===== src/rtl/wimax_mod_pkg.sv =====
// -----------------------------------------------------------------------------
// wimax_mod_pkg
// Shared types and helpers for the multi-mode constellation mapper.
//   mod_mode_t : modulation selector (BPSK, QPSK, 16-QAM, 64-QAM)
//   bps()      : bits carried by one symbol of a given mode
//   level()    : rounds a real amplitude to a Q2.(w-2) integer at elaboration
// -----------------------------------------------------------------------------
package wimax_mod_pkg;

  typedef enum logic [1:0] {
    BPSK  = 2'd0,
    QPSK  = 2'd1,
    QAM16 = 2'd2,
    QAM64 = 2'd3
  } mod_mode_t;

  // Normalisation factors so every constellation has unit average energy.
  localparam real INV_SQRT2  = 0.70710678118654752;
  localparam real INV_SQRT10 = 0.31622776601683794;
  localparam real INV_SQRT42 = 0.15430334996209191;

  function automatic logic [2:0] bps(input mod_mode_t m);
    case (m)
      BPSK:    return 3'd1;
      QPSK:    return 3'd2;
      QAM16:   return 3'd4;
      default: return 3'd6;
    endcase
  endfunction

  // Only ever called with positive amplitudes, so +0.5 then truncate rounds
  // to nearest.
  function automatic int level(input real x, input int w);
    real scale;
    scale = 1.0;
    for (int k = 0; k < w - 2; k++) scale = scale * 2.0;
    return $rtoi(x * scale + 0.5);
  endfunction

endpackage


===== src/rtl/qam_lut.sv =====
// -----------------------------------------------------------------------------
// qam_lut
// Purely combinational constellation lookup. Bit 0 of the group is the first
// bit received (b0). Sign bits select negative when 1; negative points are the
// exact two's-complement negation of the positive level.
// Ports:
//   mode  in  mod_mode_t  modulation of this group
//   bits  in  6           bit group, b0 in bits[0]; unused bits ignored
//   i_val out W           in-phase sample, Q2.(W-2)
//   q_val out W           quadrature sample, Q2.(W-2)
// -----------------------------------------------------------------------------
module qam_lut
  import wimax_mod_pkg::*;
#(
  parameter int W = 16
) (
  input  mod_mode_t             mode,
  input  logic [5:0]            bits,
  output logic signed [W-1:0]   i_val,
  output logic signed [W-1:0]   q_val
);

  localparam logic signed [W-1:0] L_ONE    = W'(level(1.0, W));
  localparam logic signed [W-1:0] L_QPSK   = W'(level(INV_SQRT2, W));
  localparam logic signed [W-1:0] L16_1    = W'(level(1.0 * INV_SQRT10, W));
  localparam logic signed [W-1:0] L16_3    = W'(level(3.0 * INV_SQRT10, W));
  localparam logic signed [W-1:0] L64_1    = W'(level(1.0 * INV_SQRT42, W));
  localparam logic signed [W-1:0] L64_3    = W'(level(3.0 * INV_SQRT42, W));
  localparam logic signed [W-1:0] L64_5    = W'(level(5.0 * INV_SQRT42, W));
  localparam logic signed [W-1:0] L64_7    = W'(level(7.0 * INV_SQRT42, W));

  function automatic logic signed [W-1:0] apply_sign(input logic neg,
                                                     input logic signed [W-1:0] mag);
    return neg ? -mag : mag;
  endfunction

  // Gray-coded 64-QAM magnitude; g[1] is the earlier-received bit.
  function automatic logic signed [W-1:0] mag64(input logic [1:0] g);
    case (g)
      2'b00:   return L64_1;
      2'b01:   return L64_3;
      2'b11:   return L64_5;
      default: return L64_7;
    endcase
  endfunction

  always_comb begin
    i_val = '0;
    q_val = '0;
    case (mode)
      BPSK: begin
        i_val = apply_sign(bits[0], L_ONE);
      end
      QPSK: begin
        i_val = apply_sign(bits[0], L_QPSK);
        q_val = apply_sign(bits[1], L_QPSK);
      end
      QAM16: begin
        i_val = apply_sign(bits[0], bits[1] ? L16_3 : L16_1);
        q_val = apply_sign(bits[2], bits[3] ? L16_3 : L16_1);
      end
      default: begin
        i_val = apply_sign(bits[0], mag64({bits[1], bits[2]}));
        q_val = apply_sign(bits[3], mag64({bits[4], bits[5]}));
      end
    endcase
  end

endmodule


===== src/rtl/qam_mapper.sv =====
// -----------------------------------------------------------------------------
// qam_mapper
// Serial-bit to I/Q constellation mapper (BPSK/QPSK/16-QAM/64-QAM) with a
// single registered output slot and valid/ready back-pressure.
// Ports:
//   clk_100   in  1  clock, rising edge
//   Reset     in  1  synchronous active-high reset
//   mode_in   in  2  modulation, latched on the first bit of each symbol
//   valid_in  in  1  data_in valid
//   data_in   in  1  serial bit, b0 first
//   ready_out out 1  a bit can be accepted this cycle
//   flush_in  in  1  pad and emit a partially collected symbol
//   partial   out 1  accumulator holds some but not all bits of a symbol
//   valid_out out 1  I_comp/Q_comp hold a symbol
//   ready_in  in  1  downstream takes the symbol this cycle
//   I_comp    out W  in-phase sample, Q2.(W-2)
//   Q_comp    out W  quadrature sample, Q2.(W-2)
// -----------------------------------------------------------------------------
module qam_mapper
  import wimax_mod_pkg::*;
#(
  parameter int W = 16
) (
  input  logic                 clk_100,
  input  logic                 Reset,
  input  logic [1:0]           mode_in,
  input  logic                 valid_in,
  input  logic                 data_in,
  output logic                 ready_out,
  input  logic                 flush_in,
  output logic                 partial,
  output logic                 valid_out,
  input  logic                 ready_in,
  output logic signed [W-1:0]  I_comp,
  output logic signed [W-1:0]  Q_comp
);

  logic [2:0]          cnt;
  logic [5:0]          acc;
  mod_mode_t           cur_mode;
  mod_mode_t           eff_mode;
  logic                last;
  logic                accept;
  logic                flush_fire;
  logic                load;
  logic [5:0]          group;
  logic signed [W-1:0] lut_i;
  logic signed [W-1:0] lut_q;

  // On the first bit the symbol's mode is whatever mode_in says now, so a
  // BPSK bit is recognised as last (and may stall) in the same cycle.
  assign eff_mode   = (cnt == 3'd0) ? mod_mode_t'(mode_in) : cur_mode;
  assign last       = (cnt == bps(eff_mode) - 3'd1);
  assign ready_out  = !Reset && (!last || !valid_out || ready_in);
  assign accept     = valid_in && ready_out;
  assign partial    = (cnt != 3'd0);
  assign flush_fire = flush_in && !valid_in && partial && (!valid_out || ready_in);
  assign load       = (accept && last) || flush_fire;

  // acc is cleared after every symbol, so bits above cnt are already the
  // zero padding a flush needs.
  assign group = acc | (accept ? (6'(data_in) << cnt) : 6'd0);

  qam_lut #(.W(W)) u_lut (
    .mode  (eff_mode),
    .bits  (group),
    .i_val (lut_i),
    .q_val (lut_q)
  );

  // Accumulator and output register stage
  always_ff @(posedge clk_100) begin
    if (Reset) begin
      cnt       <= 3'd0;
      acc       <= 6'd0;
      cur_mode  <= QPSK;
      valid_out <= 1'b0;
      I_comp    <= '0;
      Q_comp    <= '0;
    end else begin
      if (accept) begin
        if (cnt == 3'd0) cur_mode <= mod_mode_t'(mode_in);
        if (last) begin
          cnt <= 3'd0;
          acc <= 6'd0;
        end else begin
          cnt <= cnt + 3'd1;
          acc <= group;
        end
      end else if (flush_fire) begin
        cnt <= 3'd0;
        acc <= 6'd0;
      end

      if (load) begin
        valid_out <= 1'b1;
        I_comp    <= lut_i;
        Q_comp    <= lut_q;
      end else if (ready_in) begin
        valid_out <= 1'b0;
      end
    end
  end

endmodule


===== config.mk =====
export PLATFORM = sky130hd
export DESIGN_NAME = qam_mapper
export DESIGN_NICKNAME = d
export VERILOG_FILES = /design/src/rtl/wimax_mod_pkg.sv /design/src/rtl/qam_lut.sv /design/src/rtl/qam_mapper.sv
export SDC_FILE = /design/constraint.sdc
export NUM_CORES = 1
export LEC_CHECK = 0
export CAP_MARGIN = 40
export CORE_MARGIN = 10
export CORE_UTILIZATION = 55
export DETAILED_ROUTE_END_ITERATION = 7
export GPL_ROUTABILITY_DRIVEN = 0
export HOLD_SLACK_MARGIN = 0.12
export PLACE_DENSITY = 0.79
export SETUP_SLACK_MARGIN = 0.5
export SKIP_CTS_REPAIR_TIMING = 1
export SLEW_MARGIN = 0
export SYNTH_ARGS = -nofsm -noshare
export SYNTH_HDL_FRONTEND = slang
export SYNTH_HIERARCHICAL = 1
export SYNTH_SLANG_ARGS = --single-unit

===== constraint.sdc =====
create_clock -name clk_100 -period 4.3 [get_ports clk_100]
set_input_delay 1.075 -clock clk_100 [delete_from_list [all_inputs] [get_ports clk_100]]
set_output_delay 1.075 -clock clk_100 [all_outputs]
set_load 0.05 [all_outputs]

==> results of run 1 <==
## through the flow
step | instances | worst slack, ns | hold slack, ns | total power [mW]
after global placement | 445 | 0.358 | 0.439 | 0.985
after floorplan | 353 | 0.820 | 0.429 | 0.881
after global routing | 454 | 0.493 | 0.496 | 1.31
after CTS | 450 | 0.330 | 0.457 | 1.23
final | 454 | 0.555 | 0.454 | 1.23
after detailed placement | 445 | 0.333 | 0.448 | 0.993
## cell usage after synthesis, drive strengths merged, types with 2 or more instances
cell    number  area share, %
a211o        2           0.58
a21boi       3           0.74
a21o         2           0.49
a21oi       23            3.8
a22o         3           0.86
a22oi        2           0.49
a31o         3           0.86
a31oi        4            1.3
a32oi        2           0.58
a41o         2           0.66
buf         16            3.9
clkbuf      10            1.2
dfxtp       44             29
ha          17            7.0
inv         17            2.1
mux2i       36             12
nand2       16            2.0
nand2b      71             15
nand3        3           0.49
nor2        21            2.7
nor2b        6            1.6
nor3b        2           0.49
o211ai       3           0.74
o21a         6            1.5
o21ai       10            1.6
o21bai       3           0.74
o22ai        3            1.1
o31a         2           0.58
or2          4           0.82
xnor2        3           0.86
xor2         2           0.58
## state kept, by name, summed over array words and instances, names as in the netlist
name / flops
cur_mode: 2
valid_out: 1
cnt: 3
I_comp: 16
Q_comp: 16
acc: 6
## power by group
group          leakage (nW)  switching, mW  internal [mW]
sequential            0.357         0.0222          0.437
clock                0.0359          0.127          0.105
combinational          1.16          0.327          0.215
total                  1.55          0.477          0.757
## logic make-up (layout without fill, tap and decap cells)
kind of cell               after synthesis  in the layout  synth area share [%]
xor gates and xnor gates                 5              5                  1.44
adders and majority gates               17             17                  7.00
AOI/OAI and AO/OA                       79             79                  19.3
muxes                                   37             37                  12.3
buffers and inverters                   43             72                  7.24
DFF                                     44             44                  29.0
and+or+nand+nor                        128            128                  23.7
## cell type report
class,count,area (um2)
clock buffer,5,68.8
fill,443,1870
inverter,17,63.8
multi-input combinational,266,1950
sequential,44,883
tap,72,90.1
timing repair buffer,50,510
## critical path, cell delays in order
cell and delay [ns]:
sky130_fd_sc_hd__clkdlybuf4s50_1 0.43, sky130_fd_sc_hd__mux2i_2 0.27, sky130_fd_sc_hd__o22ai_4 0.16, sky130_fd_sc_hd__or3_4 0.37
sky130_fd_sc_hd__nor2b_2 0.17, sky130_fd_sc_hd__clkbuf_16 0.19
## routing by layer
layer  track usage [%]  wire, um
met1              17.8      2960
met2              23.6      2960
met4              5.32       118
met3              4.28       404
met5                 0         0
## worst paths after layout
path,startpoint,endpoint,slack [ns],cells after the start
max,mode_in[0],ready_out,0.55,6
min,acc[5],acc[5],0.45,2
max reg2reg,cnt[0],I_comp[11],0.79,14
min reg2reg,acc[5],acc[5],0.45,2
==> results, run 1 <==
- The run finished with clean final reports.
- The initial core utilization is 55.9%.
- The tightest slew margin relative to the limit is 53.2%.
- The most used flip-flop cell after synthesis is sky130_fd_sc_hd__dfxtp_1.
- The portion of the clock cycle consumed by the worst path in the final layout is 87.1%.
- In this run the count of I/O pins placed on the die edge is 43.
- The post-synth design cell area is 0.00304 mm2.
- The power density of the placed cells is 346 mW/mm2.
- The number of distinct library cell variants in the gate-level netlist after synthesis is 52.
- The post-detailed-routing wire length is 6440 um.
- The longest clock path from root to sink contains 2 buffers.
- The count of buffers added on input and output ports is 42.
- The clock transition time at the flip-flop clock pins of the worst setup and hold paths is 0.07 ns.
- The initial antenna violation count is 0.
- The required time of the critical path is 3.22 ns.
- The count of nets left with antenna violations once routing finished came out at 0.
- The number of antenna cells inserted is 0.
- The sequential cell area fraction in the yosys report is 29.0%.
- The wire length per cell after detailed routing is 14.2 um.
- The worst setup path is launched from a primary input.
- The clock arrives with 0.00468 ns of skew.
- Buffers inserted during clock tree synthesis total 5.
- The post-DP HPWL is 4630 um.
- Setup repair after global routing left no endpoint under its margin.
- Setup violations remaining at the end of the flow were counted as 0.
- The mean number of vias per cell is 5.41.
- The total cell area at the placement stage is 0.00345 mm2.
- In this run, the number of DRC markers left after iteration 0 of detailed routing was 111.
- The core area is 0.00544 mm2.
- Counting every instance in the synthesized netlist gives 353.
- The routed design could run at a clock period as short as 3.75 ns.
- The final routed DRC violation total is 0.
- Global routing used 14.5% of the available tracks.
- The sum of negative setup slack is 0 ns.
- The maximum fanout along the worst path is 6.
- The achievable frequency is 267 MHz.
- The library cell used most frequently in the layout, excluding fill and tap cells, is sky130_fd_sc_hd__nand2b_1.
- The fraction of the core area covered by cells at the end of the flow is 65.7%.
- The number of global-route vias before repair is 2,395.
- The max-slew violation count is 0.
- Summed over all cells, the static leakage comes to 1.55 nW.
- The total number of clock tree sinks is 44.
- The average instance in the mapped netlist occupies 8.61 um2.
- The total overflow left after global routing is 0.
- The number of search-and-repair iterations in the first detailed-routing pass is 4.
- The class of the tightest hold or removal check is reg2reg.
- The floorplan die area is 0.00890 mm2.
- The vertical die dimension is 94.4 um.
- The routed layout has 2,458 vias.
- The path type of the worst setup path is in2out.
- The layout-stage area growth over the synthesis result is 17.4%.
- After synthesis the netlist holds a flip-flop and latch count of 44.
- The clock tree root driver cell is sky130_fd_sc_hd__clkbuf_8.
- The transition time at the pin with the least slew margin is 0.702 ns.
- The largest net degree at the start of global routing is 72.
- The H-tree was split into 2 levels.
- At the later pin of the worst-skew pair, clock insertion delay measures 0.29 ns.
- The layout net count is 409.
- The library cells used most frequently in the layout, excluding fill and tap cells, are 71 x sky130_fd_sc_hd__nand2b_1, 42 x sky130_fd_sc_hd__dfxtp_1, 40 x sky130_fd_sc_hd__clkdlybuf4s50_1, 35 x sky130_fd_sc_hd__mux2i_1, 22 x sky130_fd_sc_hd__a21oi_1.
- The number of max-capacitance violations reported is 0.
- The post-route cell area is 0.00357 mm2.
- In the synthesized netlist the async set-or-reset flop fraction comes to 0%.
- TritonCTS built the clock tree.
- The hold violation total from the final report is 0.
- The first global-routing pass estimated 10,900 um of wire.
- The endpoint type of the worst setup path is a primary output.
- The floorplan step set the die width to 94.4 um.
- The share of final-layout standard cells stronger than drive strength 1 is 8.90%.
- The synthesized design contains 0 enable-type register cells.
- The number of synthesis warnings is 6.
- The worst-case IR drop observed on VDD is 0.174 mV.
- The number of nets produced by synthesis is 378.
- The number of standard-cell rows in the floorplan is 27.
- For the worst setup path, the data arrival time is 2.67 ns.
Note: power is estimated with default switching activity, not from simulation.
==> inputs of run 2 (changes only) <==
--- a/config.mk
+++ b/config.mk
@@ -5,14 +5,13 @@
 export SDC_FILE = /design/constraint.sdc
 export NUM_CORES = 1
 export LEC_CHECK = 0
+export ABC_AREA = 0
 export CAP_MARGIN = 40
 export CORE_MARGIN = 10
 export CORE_UTILIZATION = 55
 export DETAILED_ROUTE_END_ITERATION = 7
-export GPL_ROUTABILITY_DRIVEN = 0
 export HOLD_SLACK_MARGIN = 0.12
 export PLACE_DENSITY = 0.79
-export SETUP_SLACK_MARGIN = 0.5
 export SKIP_CTS_REPAIR_TIMING = 1
 export SLEW_MARGIN = 0
 export SYNTH_ARGS = -nofsm -noshare
==> run 2 against run 1 <==
Via count shrank 0.77%; non-clock buffer count shrank 3; total power grew 5.3%; global-route usage is essentially flat; sequential cell count is the same; register-to-register slack lost 0.11 ns; largest cell class unchanged; highest routed layer unchanged.
==> results, run 2 (same netlist as run 1, synthesis figures left out) <==
- The flow ran to the end, and the final reports show no timing, DRC or antenna violations.
- The startpoint identified for the worst hold timing path is acc[5].
- The number of failing setup endpoints in the final timing report is 0.
- Tracing the worst setup path back leads to its startpoint at mode_in[1].
- The endpoint type of the worst setup path is a primary output.
- The signal arrival time at the worst endpoint is 2.91 ns.
- The global-route total usage across every layer is 14.5%.
- The detailed router finished its first iteration with 111 violations.
- Per report_power, the sequential group accounts for 35.2% of the total.
- The wire-length estimate of the detail-placed layout is 4650 um.
- Leaving out fill and tap cells, the most frequent cells in the layout are 71 x sky130_fd_sc_hd__nand2b_1, 44 x sky130_fd_sc_hd__dfxtp_1, 41 x sky130_fd_sc_hd__clkdlybuf4s50_1, 36 x sky130_fd_sc_hd__mux2i_1, 23 x sky130_fd_sc_hd__a21oi_1.
- Static timing analysis puts the maximum clock frequency at 251 MHz.
- Broken down by cell family, the worst path's largest delay share belongs to simple AND/OR/NAND/NOR gates.
- For this block, the via count after detailed routing is 2,439.
- The standard cell with the maximum stage delay on the critical path is sky130_fd_sc_hd__clkdlybuf4s50_1.
- The number of standard-cell rows in the floorplan is 27.
- The leakage component of the power is 1.54 nW.
- The internal portion of the total power is 0.812 mW.
- The overall die width is 94.4 um.
- The first global-routing pass estimated 10,800 um of wire.
- In the final routed layout, each cell accounts on average for 14.3 um.
- The number of max-capacitance violations reported is 0.
- The required time of the critical path is 3.22 ns.
- The initial antenna violation count is 0.
- STA classifies the critical path startpoint as a primary input.
- The layout-stage area growth over the synthesis result is 17.2%.
- The largest vdd supply drop is 0.214 mV.
- The switching share of power is 37.5%.
- The transition time at the pin with the least slew margin is 0.576 ns.
- The switching power summed over all nets is 0.488 mW.
- Setup slack on the worst reg-to-reg path comes out at 0.68 ns.
- The net count of the finished layout is 406.
- In this run the worst hold path is classified as reg2reg.
- The count of filler cells inserted in the layout is 478.
- The most common cell after layout, fill and taps aside is sky130_fd_sc_hd__nand2b_1.
- The final weighted congestion in routability-driven placement is 0.884.
- The die covers 0.00890 mm2.
- After clock tree synthesis, the clock-pin slew on the worst setup and hold paths is 0.08 ns.
- CTS placed an instance of sky130_fd_sc_hd__clkbuf_8 at the clock tree root.
- Setup repair after global routing left no endpoint under its margin.
- For this run, design rule violations remaining after detail routing come to 0.
- The worst-case clock skew is 0.00543 ns.
- The maximum fanout along the worst path is 6.
- Together, buffers and inverters on the worst path number 2.
- Summed over all layers, the global routing overflow is 0.
- The total cell area at the placement stage is 0.00345 mm2.
- The largest registers in the layout are I_comp: 16 flops, Q_comp: 16 flops, acc: 6 flops.
- The post-route cell area is 0.00356 mm2.
- The max-slew violation count was 0.
- The pre-antenna-repair detailed-routing pass consisted of 5 iterations.
- The clock share of power is 24.2%.
- In this run the critical register-to-register path is launched from cnt[0].
- Cells fill 65.5% of the core in the end.
- The power density of the placed cells is 365 mW/mm2.
- The hold violation total from the final report is 0.
- The post-route netlist has 7.07% of its cells at a drive strength greater than 1.
- The maximum buffer depth of the clock tree is 2.
- The setup path with the least slack is of type in2out.
- The sum of negative setup slack is 0 ns.
- At the later pin of the worst-skew pair, clock insertion delay measures 0.30 ns.
- The number of antenna cells inserted is 0.
- The number of cells on the worst hold path is 2.
- The deepest level of the CTS H-tree is 2.
- The worst path setup slack after routing is 0.315 ns.
- The number of global-route vias before repair is 2,327.
- The portion of the clock cycle consumed by the worst path in the final layout is 92.7%.
- The core region is 0.00544 mm2.
- OpenSTA, run right after detailed placement, puts the worst setup slack at 0.319 ns.
- The worst register-to-register path has a depth of 12.
- The number of buffers inserted during clock tree synthesis is 5.
- The number of I/O pins is 43.
- The largest net degree at the start of global routing is 72.
- The clock tree from TritonCTS is yes.
- The worst register-to-register path ends at Q_comp[9].
- After detailed routing, the total wire length is 6470 um.
- The largest single stage delay on the critical path is 0.50 ns.
- Once detail routing completed, the nets flagged for antenna violations numbered 0.
- Input and output buffers added on the ports amount to 42.
- The path with the worst hold slack has its endpoint at acc[5].
- The vertical die dimension is 94.4 um.
- The critical path goes through clkdlybuf4s50_1 > nand3_1 > a21oi_1 > o22ai_4 > or3_1 > nor2b_1 > buf_12.
- Clock tree synthesis found a total of 44 sinks.
- The final critical delay including setup and external delays is 3.98 ns.
- The mean number of vias per cell is 5.37.
- The tightest slew margin relative to the limit is 61.6%.
- The combinational fraction of design power is 40.5%.
- The initial utilization of the core area, before any placement, comes to 55.9%.
## run 2: cell count changes in the layout (fill, tap and decap cells not counted), sizes merged
| cell | previous run | this run |
|---|---|---|
| buf | 8 | 6 |
| bufinv | 0 | 1 |
| clkdlybuf4s50 | 40 | 41 |
| clkinv | 0 | 1 |
| dlymetal6s2s | 1 | 0 |
## run 2: tightest hold or removal path, stage by stage (launching register included)
cell	delay, ns
sky130_fd_sc_hd__dfxtp_1	0.32
sky130_fd_sc_hd__nand2_1	0.05
sky130_fd_sc_hd__o21ai_1	0.05
## run 2: how the worst max path moves through the flow
stage | endpoint | slack [ns] | depth (start not counted)
finish | ready_out | 0.32 | 7
global route | ready_out | 0.21 | 7
CTS | ready_out | 0.31 | 7
detailed placement | ready_out | 0.32 | 7
global placement | ready_out | 0.36 | 7
floorplan | ready_out | 0.82 | 5
## run 2: per-layer routing
layer | track usage (%) | up-vias | wire length, um
met1 | 18.6 | 1139 | 3150
met4 | 4.56 | 0 | 83
met2 | 23.2 | 43 | 2940
li1 | - | 1249 | -
met5 | 0 | - | 0
met3 | 3.89 | 8 | 295
## run 2: power groups by stage
stage	registers [mW]	logic (mW)	clock network, mW
4_1_cts	0.458	0.528	0.323
3_3_place_gp	0.467	0.519	0
6_report	0.458	0.527	0.315
2_1_floorplan	0.545	0.336	0
3_5_place_dp	0.468	0.525	0
5_1_grt	0.463	0.573	0.338
## run 2: metrics by stage
step           hold slack [ns]  total power [mW]  instances
2_1_floorplan            0.429             0.881        353
3_3_place_gp             0.438             0.986        446
3_5_place_dp             0.455             0.992        446
4_1_cts                  0.467              1.31        454
5_1_grt                  0.505              1.37        454
6_report                 0.462              1.30        454
## run 2: area by class of cell
class,instances,area [um2],area share [%]
clock buffers,6,72.6,2.04
clock inverters,2,35.0,0.983
inverters,17,63.8,1.79
multi-input cells,266,1940,54.4
flip-flops and latches,44,881,24.7
repair buffers,47,480,13.5
well taps,72,90.1,2.53
==> variant, RTL diff (flow settings as in run 1) <==
Register the input `mode_in` before use. The logic sees it one clock later. The other inputs are not delayed to match.
--- a/src/rtl/qam_mapper.sv
+++ b/src/rtl/qam_mapper.sv
@@ -37,2 +37,8 @@
 
+  logic [1:0] mode_q;
+
+  always_ff @(posedge clk_100) begin
+    mode_q <= mode_in;
+  end
+
   logic [2:0]          cnt;
@@ -51,3 +57,3 @@
   // BPSK bit is recognised as last (and may stall) in the same cycle.
-  assign eff_mode   = (cnt == 3'd0) ? mod_mode_t'(mode_in) : cur_mode;
+  assign eff_mode   = (cnt == 3'd0) ? mod_mode_t'(mode_q) : cur_mode;
   assign last       = (cnt == bps(eff_mode) - 3'd1);
@@ -81,3 +87,3 @@
       if (accept) begin
-        if (cnt == 3'd0) cur_mode <= mod_mode_t'(mode_in);
+        if (cnt == 3'd0) cur_mode <= mod_mode_t'(mode_q);
         if (last) begin
Function: changed (Yosys sat finds a counterexample within 4 cycles, from zero or initial values and one cycle with Reset high).
==> variant against run 1 <==
Die area shrank 1.8%. Critical endpoint unchanged. Wire length grew 2.1%. Critical path type is now reg2out. Setup slack gained 0.13 ns. Sequential power grew 4.8%. Area after synthesis shrank 2.2%. Power grew 11%. Cell area shrank 2.5%. Clock power grew 38%. Sequential cell count grew 2. Highest routed layer unchanged.
==> variant: results (changes against run 1) <==
startpoint class of the critical path=flop; Post-layout nets=414 (+1.2%); ranking of synthesized cells by area=sky130_fd_sc_hd__dfxtp_1 31%, sky130_fd_sc_hd__mux2i_1 12%, sky130_fd_sc_hd__nand2_1 10%; highest net fanout along the worst path=13 (+7); flop2flop setup slack=0.88 ns (+0.09 ns); Distinct cells, synth=58 (+12%); origin of the worst min-delay path=Q_comp[13]; number of synthesis warnings=6 (unchanged); drt via density=5.53 (+2.1%); DRC violation total after the first TritonRoute iteration=168 (+51%); vias in the first global route=2368 (-1.1%); post-synthesis sequential area ratio=31.0% (+2.0 points); worst relative slew slack=58.8% (+5.6 points); final wirelength=6580 um (+2.1%); number of nets produced by synthesis=385 (+1.9%); deepest clock path buffer count=2 (unchanged); Clock Pin Slew Worst Setup and Hold Paths=0.09 ns (+0.02 ns); fraction of final layout cells sized beyond drive strength 1=7.95% (-0.95 points); post-layout minimum cycle time=3.61 ns (-0.134 ns); Total Routing Usage GR=15.2% (+0.62 points); outcome=finished clean; buffers added on ports=42 (unchanged); pin count of the biggest net entering global routing=68 (-5.6%); data arrival at the endpoint of the critical path=2.54 ns (-0.13 ns); number of buffers added by the clock tree synthesis step=5 (unchanged); Critical R2R Launch=cnt[1]; wire length of the first global-routing pass=11100 um (+2.6%); Max VDD drop=0.000229 V (+32%); maximum clock skew at final layout=0.00821 ns (+0.00352 ns); number of antenna violations at the first check in global routing=0 (unchanged); Post-DP HPWL=4700 um (+1.4%); path class of the lowest-slack min-delay path=reg2reg; synth cell count leaders=79 x sky130_fd_sc_hd__nand2_1, 46 x sky130_fd_sc_hd__dfxtp_1, 37 x sky130_fd_sc_hd__mux2i_1; fillers=418 (-5.6%); post-placement worst setup slack=0.309 ns (-0.0240 ns); Lkg Pwr=1.33 nW (-14%)
-- variant: changes by cell type in the layout (fill, tap and decap cells not counted), sizes merged, moves of 3 or more --
cell,run 1,this run
o21a,6,2
nand2,16,79
nand2b,71,8
a31o,3,0
a21o,2,5
nor2,21,17
-- variant: final timing paths --
path | endpoint | cells past startpoint
worst min-delay path | Q_comp[13] | 2
worst min register to register | Q_comp[13] | 2
worst max-delay path | ready_out | 9
worst max register to register | I_comp[5] | 13
-- variant: worst max-delay path, cell delays in order (launching register included) --
cell,delay [ns]
sky130_fd_sc_hd__dfxtp_1,0.52
sky130_fd_sc_hd__inv_2,0.12
sky130_fd_sc_hd__ha_1,0.26
sky130_fd_sc_hd__nor2b_2,0.19
sky130_fd_sc_hd__a221o_1,0.35
sky130_fd_sc_hd__o22ai_2,0.20
sky130_fd_sc_hd__buf_4,0.24
sky130_fd_sc_hd__nor3_1,0.07
sky130_fd_sc_hd__nor2_2,0.10
sky130_fd_sc_hd__buf_4,0.20
-- variant: through the flow --
stage	std cells	hold slack [ns]	cell area, sq um
floorplan	360	0.426	2980
global placement	450	0.440	3350
detailed placement	450	0.448	3350
CTS	458	0.463	3460
global route	460	0.483	3480
finish	460	0.458	3480
-- variant: layout make-up --
type                            count  area (sq um)  area share (%)
Clock buffer                        5          68.8            1.98
Clock inverter                      3          45.0            1.29
Inverter                           19          71.3            2.05
Multi-Input combinational cell    267          1810            51.9
Sequential cell                    46           922            26.5
Tap cell                           70          87.6            2.52
Timing Repair Buffer               50           478            13.7
-- variant: cell families after synthesis --
| kind of cell | synth area share, % |
|---|---|
| buf+inv | 8.42 |
| mux | 13.0 |
| compound gates | 20.6 |
| fa+ha+maj | 7.15 |
| flops | 31.0 |
| simple gates | 18.4 |
| xor+xnor | 1.47 |
-- variant: where the power goes --
part / switching [mW] / internal, mW
clock: 0.149 / 0.173
sequential: 0.0232 / 0.459
combinational: 0.356 / 0.205
-- variant: per-layer routing --
metal	vias up	wire length [um]	GRT usage [%]	share of wire [%]
met3	7	430	3.92	6.5
li1	1289	-	-	-
met2	62	3080	24.8	47
met5	-	0	0	0
met4	0	79	4.76	1.2
met1	1184	2990	18.9	46
